[config.mk]
export PLATFORM = sky130hd
export DESIGN_NAME = lerp_arbiter
export DESIGN_NICKNAME = d
export VERILOG_FILES = /design/src/rtl/lerp_arbiter.sv
export SDC_FILE = /design/constraint.sdc
export NUM_CORES = 1
export LEC_CHECK = 0
export BUFFER_PORTS_ARGS = -buffer_cell sky130_fd_sc_hd__buf_2
export CAP_MARGIN = 10
export CORE_AREA = 4 4 339 341
export CTS_CLUSTER_DIAMETER = 120
export DETAILED_ROUTE_END_ITERATION = 7
export DIE_AREA = 0 0 343 345
export HOLD_SLACK_MARGIN = 0.06
export PLACE_DENSITY_LB_ADDON = 0.05
export SLEW_MARGIN = 5
export SYNTH_ARGS = -nofsm -noshare
export SYNTH_HDL_FRONTEND = slang
export SYNTH_SLANG_ARGS = --single-unit
[constraint.sdc]
create_clock -name clk -period 2 [get_ports clk]
set_input_delay 0.3 -clock clk [delete_from_list [all_inputs] [get_ports clk]]
set_output_delay 0.3 -clock clk [all_outputs]
set_load 0.1 [all_outputs]
[src/rtl/lerp_arbiter.sv]
// lerp_arbiter: round-robin front end that shares one lerp engine among N
// requesters. The winner's operands are latched at grant. One engine operation
// runs at a time, and the result returns with a one-cycle done pulse.
//
// Ports:
//   clk, rst_n                   clock, asynchronous active-low reset
//   req[N]                       per-requester request level
//   req_x1/x2/y1/y2/x[N*S]       packed operands, requester i at [i*S +: S]
//   gnt[N]                       one-hot grant, held from acceptance to end of RESP
//   done[N]                      one-cycle completion pulse to the granted requester
//   y[S]                         result register, broadcast to all requesters
//   busy                         high whenever the FSM is not in IDLE
//   err                          watchdog timeout flag, qualified by done
//   eng_start                    one-cycle start pulse to the engine
//   eng_x1/x2/y1/y2/x[S]         latched operand registers driving the engine
//   eng_y[S], eng_done           engine result and done (level or pulse)
//
// Optional feature: define LERP_ARB_TIMEOUT_EN to enable a WAIT watchdog of
// TIMEOUT cycles. On expiry y becomes quiet NaN and err is raised. Without the
// macro, WAIT has no limit and err is constant 0.
module lerp_arbiter #(
    parameter int unsigned N       = 4,
    parameter int unsigned S       = 32,
    parameter int unsigned TIMEOUT = 255
) (
    input  logic           clk,
    input  logic           rst_n,
    input  logic [N-1:0]   req,
    input  logic [N*S-1:0] req_x1,
    input  logic [N*S-1:0] req_x2,
    input  logic [N*S-1:0] req_y1,
    input  logic [N*S-1:0] req_y2,
    input  logic [N*S-1:0] req_x,
    output logic [N-1:0]   gnt,
    output logic [N-1:0]   done,
    output logic [S-1:0]   y,
    output logic           busy,
    output logic           err,
    output logic           eng_start,
    output logic [S-1:0]   eng_x1,
    output logic [S-1:0]   eng_x2,
    output logic [S-1:0]   eng_y1,
    output logic [S-1:0]   eng_y2,
    output logic [S-1:0]   eng_x,
    input  logic [S-1:0]   eng_y,
    input  logic           eng_done
);

    localparam int unsigned PW = (N > 1) ? $clog2(N) : 1;

    typedef enum logic [1:0] {IDLE, ISSUE, WAIT, RESP} state_t;

    state_t        state_q, state_d;
    logic [PW-1:0] ptr_q, ptr_d;
    logic [N-1:0]  gnt_d, done_d;
    logic [S-1:0]  y_d;
    logic          err_d, start_d;
    logic [S-1:0]  x1_d, x2_d, y1_d, y2_d, x_d;
    logic          eng_done_q;
    logic          complete_c;
    logic          found;
    logic [PW-1:0] win;

    // Only a rising edge of eng_done completes an op, so a stale level is ignored.
    assign complete_c = eng_done & ~eng_done_q;

`ifdef LERP_ARB_TIMEOUT_EN
    localparam int unsigned CW = $clog2(TIMEOUT + 1);
    logic [CW-1:0] cnt_q, cnt_d;
`else
    logic unused_timeout;
    assign unused_timeout = (TIMEOUT != 0);
`endif

    // Round-robin search starting just after the last winner.
    always_comb begin
        int unsigned idx;
        found = 1'b0;
        win   = '0;
        idx   = 0;
        for (int unsigned k = 1; k <= N; k++) begin
            idx = 32'(ptr_q) + k;
            if (idx >= N) idx = idx - N;
            if (!found && req[PW'(idx)]) begin
                found = 1'b1;
                win   = PW'(idx);
            end
        end
    end

    // Next-state and next-output logic.
    always_comb begin
        state_d = state_q;
        ptr_d   = ptr_q;
        gnt_d   = gnt;
        done_d  = '0;
        y_d     = y;
        err_d   = err;
        start_d = 1'b0;
        x1_d    = eng_x1;
        x2_d    = eng_x2;
        y1_d    = eng_y1;
        y2_d    = eng_y2;
        x_d     = eng_x;
`ifdef LERP_ARB_TIMEOUT_EN
        cnt_d   = cnt_q;
`endif
        case (state_q)
            IDLE: begin
                gnt_d = '0;
                if (found) begin
                    state_d = ISSUE;
                    ptr_d   = win;
                    gnt_d   = N'(1) << win;
                    err_d   = 1'b0;
                    start_d = 1'b1;
                    x1_d    = req_x1[32'(win)*S +: S];
                    x2_d    = req_x2[32'(win)*S +: S];
                    y1_d    = req_y1[32'(win)*S +: S];
                    y2_d    = req_y2[32'(win)*S +: S];
                    x_d     = req_x[32'(win)*S +: S];
                end
            end
            ISSUE: begin
                state_d = WAIT;
`ifdef LERP_ARB_TIMEOUT_EN
                cnt_d   = '0;
`endif
            end
            WAIT: begin
                if (complete_c) begin
                    y_d     = eng_y;
                    done_d  = gnt;
                    state_d = RESP;
                end
`ifdef LERP_ARB_TIMEOUT_EN
                else if (cnt_q == CW'(TIMEOUT - 1)) begin
                    y_d     = S'(32'h7FC0_0000);
                    err_d   = 1'b1;
                    done_d  = gnt;
                    state_d = RESP;
                end else begin
                    cnt_d = cnt_q + 1'b1;
                end
`endif
            end
            RESP: begin
                state_d = IDLE;
                gnt_d   = '0;
            end
            default: state_d = IDLE;
        endcase
    end

    // State and registered outputs.
    always_ff @(posedge clk or negedge rst_n) begin
        if (!rst_n) begin
            state_q    <= IDLE;
            ptr_q      <= PW'(N - 1);
            gnt        <= '0;
            done       <= '0;
            y          <= '0;
            busy       <= 1'b0;
            err        <= 1'b0;
            eng_start  <= 1'b0;
            eng_x1     <= '0;
            eng_x2     <= '0;
            eng_y1     <= '0;
            eng_y2     <= '0;
            eng_x      <= '0;
            eng_done_q <= 1'b0;
        end else begin
            state_q    <= state_d;
            ptr_q      <= ptr_d;
            gnt        <= gnt_d;
            done       <= done_d;
            y          <= y_d;
            busy       <= (state_d != IDLE);
            err        <= err_d;
            eng_start  <= start_d;
            eng_x1     <= x1_d;
            eng_x2     <= x2_d;
            eng_y1     <= y1_d;
            eng_y2     <= y2_d;
            eng_x      <= x_d;
            eng_done_q <= eng_done;
        end
    end

`ifdef LERP_ARB_TIMEOUT_EN
    // WAIT-cycle watchdog counter.
    always_ff @(posedge clk or negedge rst_n) begin
        if (!rst_n) cnt_q <= '0;
        else        cnt_q <= cnt_d;
    end
`endif

endmodule

==> flow_metrics.env <==
export IMPL_outcome="complete, but fails checks"
export IMPL_violations="negative setup slack"
export IMPL_ir_worst_vdd_v=0.000540
export IMPL_crit_path_start_kind="register"
export IMPL_post_route_cells_drive_above_1_share_pct=46.3
export IMPL_clock_tree_buffer_depth=3
export IMPL_final_cells=4279
export IMPL_synthToLayoutAreaGrowth_pct=123
export IMPL_dieArea_mm2=0.118
export IMPL_synth_seq_area_share_pct=42.5
export IMPL_fin_tns_setup_ps=-17870
export IMPL_grt_first_pass_wirelength_um=121000
export IMPL_design_area_mm2=0.0272
export IMPL_drtPass1Iterations=4
export IMPL_final_period_utilization_pct=112
export IMPL_grt_pass1_vias=18125
export IMPL_dp_hpwl_um=66200
export IMPL_insertion_delay_ps=550
export IMPL_drt_iter0_drc=503
export IMPL_synth_cells=1230
export IMPL_setup_ws_ps=-233
export IMPL_port_buffers=880
export IMPL_met2_usage_pct=26.1
export IMPL_fmax_mhz=448
export IMPL_via_per_inst=3.83
export IMPL_drc_errors=0
export IMPL_die_w_um=343
export IMPL_crit_fanout=17
export IMPL_cp_arrival_ps=2650
export IMPL_path_class="reg2reg"
export IMPL_hold_viol_final=0
export IMPL_place_gp_congestion=0.813
export IMPL_yosys_register_bits=207
export IMPL_finalCriticalPeriod_ps=2230
export IMPL_grt_met1_usage_pct=14.7
export IMPL_top_usage_layer="met2"
export IMPL_max_slew_margin_rel_pct=58.6
export IMPL_io_pins=882
export IMPL_final_antenna_net_count=0
export IMPL_cts_sinks=207
export IMPL_maxSlewViolCount=0
export IMPL_dp_cells=3658
export IMPL_p_total_mw=47.2
export IMPL_maxCapViolations=0
export IMPL_rsz0062_at_grt="true"
export IMPL_synth_edff_count=0
export IMPL_hold_path_class="in2reg"
export IMPL_yosysWarnings=0
export IMPL_grtUsageTotal_pct=13.8
export IMPL_coreArea_mm2=0.112
export IMPL_cts_buffers=35
export IMPL_synthArstFlopShare_pct=100
export IMPL_avgSynthCellArea_um2=9.90
export IMPL_cts_tree="done"
export IMPL_wirelength_um=87100
export IMPL_netlist_area_mm2=0.0122
export IMPL_grtUsageMet3_pct=3.90
export IMPL_die_h_um=345
export IMPL_antenna_found_initial=5
export IMPL_vias=16372
export IMPL_synth_fp_nets=1913
export IMPL_finClkSkew_ps=13.2
export IMPL_start_util_pct=10.9
export IMPL_ys_types=43
export IMPL_cts_root_buf="clkbuf_16"
export IMPL_worst_slew_pin_slew_ps=626
export IMPL_power_density_mw_per_mm2=1740
export IMPL_grt_max_degree=74
export IMPL_placed_cell_area_mm2=0.0196
export IMPL_cp_required_ps=2420
export IMPL_clk_pin_slew_worst_paths_ps=60
export IMPL_fp_row_count=123
export IMPL_p_leak_nw=12.0
export IMPL_grt_overflow=0
export IMPL_crit_path_end_kind="register"
export IMPL_finalSetupViolCount=159
export IMPL_whs_ps=82.8
export IMPL_fin_nets=3438
export IMPL_wl_per_cell_um=20.4
export IMPL_synth_main_ff_cell="dfrtp_1"
export IMPL_cts_max_level=2
-- what timing repair did --
action                                  4_1_cts  5_1_grt
gates cloned                                  2        2
gates resized for setup                      64       62
buffers inserted                              4        4
pin swaps                                     1        9
endpoints found under the setup margin      160      160
endpoints found under the hold margin       218        1
hold buffers                                549        1
-- Yosys cell counts, drive strengths merged (2+ instances only) --
| master | number | area share [%] |
|---|---|---|
| a21oi | 4 | 0.16 |
| a221oi | 159 | 12 |
| a22o | 4 | 0.29 |
| buf | 70 | 3.7 |
| clkbuf | 59 | 1.9 |
| dfrtp | 205 | 42 |
| dfstp | 2 | 0.43 |
| ha | 4 | 0.41 |
| inv | 10 | 0.31 |
| mux2 | 61 | 5.6 |
| mux2i | 134 | 11 |
| nand2 | 3 | 0.092 |
| nand2b | 4 | 0.21 |
| nand3b | 2 | 0.12 |
| nor2 | 192 | 5.9 |
| nor2b | 2 | 0.10 |
| nor3 | 2 | 0.082 |
| o21ai | 137 | 5.6 |
| o22ai | 135 | 7.0 |
| o2bb2ai | 27 | 1.9 |
-- report_power, final --
group | internal [mW] | total [mW] | switching, mW | leakage, nW
clock network | 3.52 | 5.88 | 2.36 | 0.523
registers | 6.22 | 7.49 | 1.27 | 2.28
logic | 9.63 | 33.9 | 24.2 | 9.19
total | 19.4 | 47.2 | 27.9 | 12.0
-- layout make-up --
class | instances | area [µm²]
Inverter | 10 | 45.0
Sequential cell | 207 | 5180
Multi-Input combinational cell | 884 | 7060
Timing Repair Buffer | 1617 | 11900
Clock inverter | 6 | 33.8
Antenna cell | 2 | 5.00
Fill cell | 12205 | 84700
Tap cell | 1500 | 1880
Clock buffer | 53 | 1030
-- through the flow --
| stage | worst slack [ps] | util [%] |
|---|---|---|
| global placement | -736 | 17.5 |
| global route | -302 | 24.3 |
| detailed placement | -700 | 17.5 |
| CTS | -288 | 23.8 |
| finish | -233 | 24.3 |
| floorplan | 70.6 | - |
-- worst paths after layout --
| path | start | to | slack [ps] | cells past startpoint |
|---|---|---|---|---|
| setup / recovery | ptr_q[1] | eng_x[18] | -230 | 8 |
| hold reg to reg | y[20] | y[20] | 500 | 1 |
| min in group asynchronous | rst_n | eng_y1[10] | 270 | 2 |
| setup reg to reg | ptr_q[1] | eng_x[18] | -230 | 8 |
| max in group asynchronous | rst_n | ptr_q[1] | 1030 | 3 |
| hold / removal | req_x2[7] | eng_x2[7] | 80 | 3 |
-- per-layer routing --
| metal | share of wire, % | wire length (µm) |
|---|---|---|
| met4 | 2.9 | 2570 |
| met3 | 7.0 | 6070 |
| met1 | 37 | 32400 |
| met5 | 0.030 | 26 |
| met2 | 53 | 46000 |
-- sequential cells by signal, indices dropped and copies added (netlist names) --
| signal | count |
|---|---|
| busy | 1 |
| done | 4 |
| eng_done_q | 1 |
| eng_start | 1 |
| eng_x | 32 |
| eng_x1 | 32 |
| eng_x2 | 32 |
| eng_y1 | 32 |
| eng_y2 | 32 |
| gnt | 4 |
| ptr_q | 2 |
| state_q | 2 |
| y | 32 |
-- cells by family (layout without fill, tap and decap cells) --
group,after synthesis,after routing,share of synthesized area [%]
multiplexers,195,195,16.7
adder cells (fa/ha/maj),4,4,0.411
AO/OA/AOI/OAI,477,477,27.8
buffers and inverters,139,1686,5.90
other,1,3,0.0308
flip-flops,207,207,42.5
AND/OR/NAND/NOR,207,207,6.70
-- worst max-delay path: stages (launching register included) --
cell	delay, ps
dfstp_2	560
mux2i_1	190
nor2_1	80
a311oi_4	240
buf_12	240
buf_16	230
mux2i_4	310
buf_4	140
o22ai_1	60
-- cell usage in the layout (no fill, tap or decap), types with 5 or more instances in the layout --
| master | synthesis | routed |
|---|---|---|
| a221oi_1 | 149 | 85 |
| a221oi_2 | 10 | 59 |
| a221oi_4 | 0 | 15 |
| buf_12 | 1 | 40 |
| buf_2 | 43 | 879 |
| buf_4 | 13 | 138 |
| clkbuf_1 | 58 | 12 |
| clkbuf_16 | 0 | 38 |
| clkinv_2 | 0 | 5 |
| dfrtp_1 | 205 | 205 |
| dlygate4sd3_1 | 0 | 550 |
| inv_1 | 10 | 9 |
| mux2_2 | 61 | 60 |
| mux2i_1 | 134 | 111 |
| mux2i_2 | 0 | 16 |
| mux2i_4 | 0 | 7 |
| nor2_1 | 191 | 191 |
| o21ai_0 | 120 | 120 |
| o21ai_1 | 17 | 17 |
| o22ai_1 | 134 | 133 |
| o2bb2ai_1 | 27 | 27 |
(Power assumes the default switching activity.)
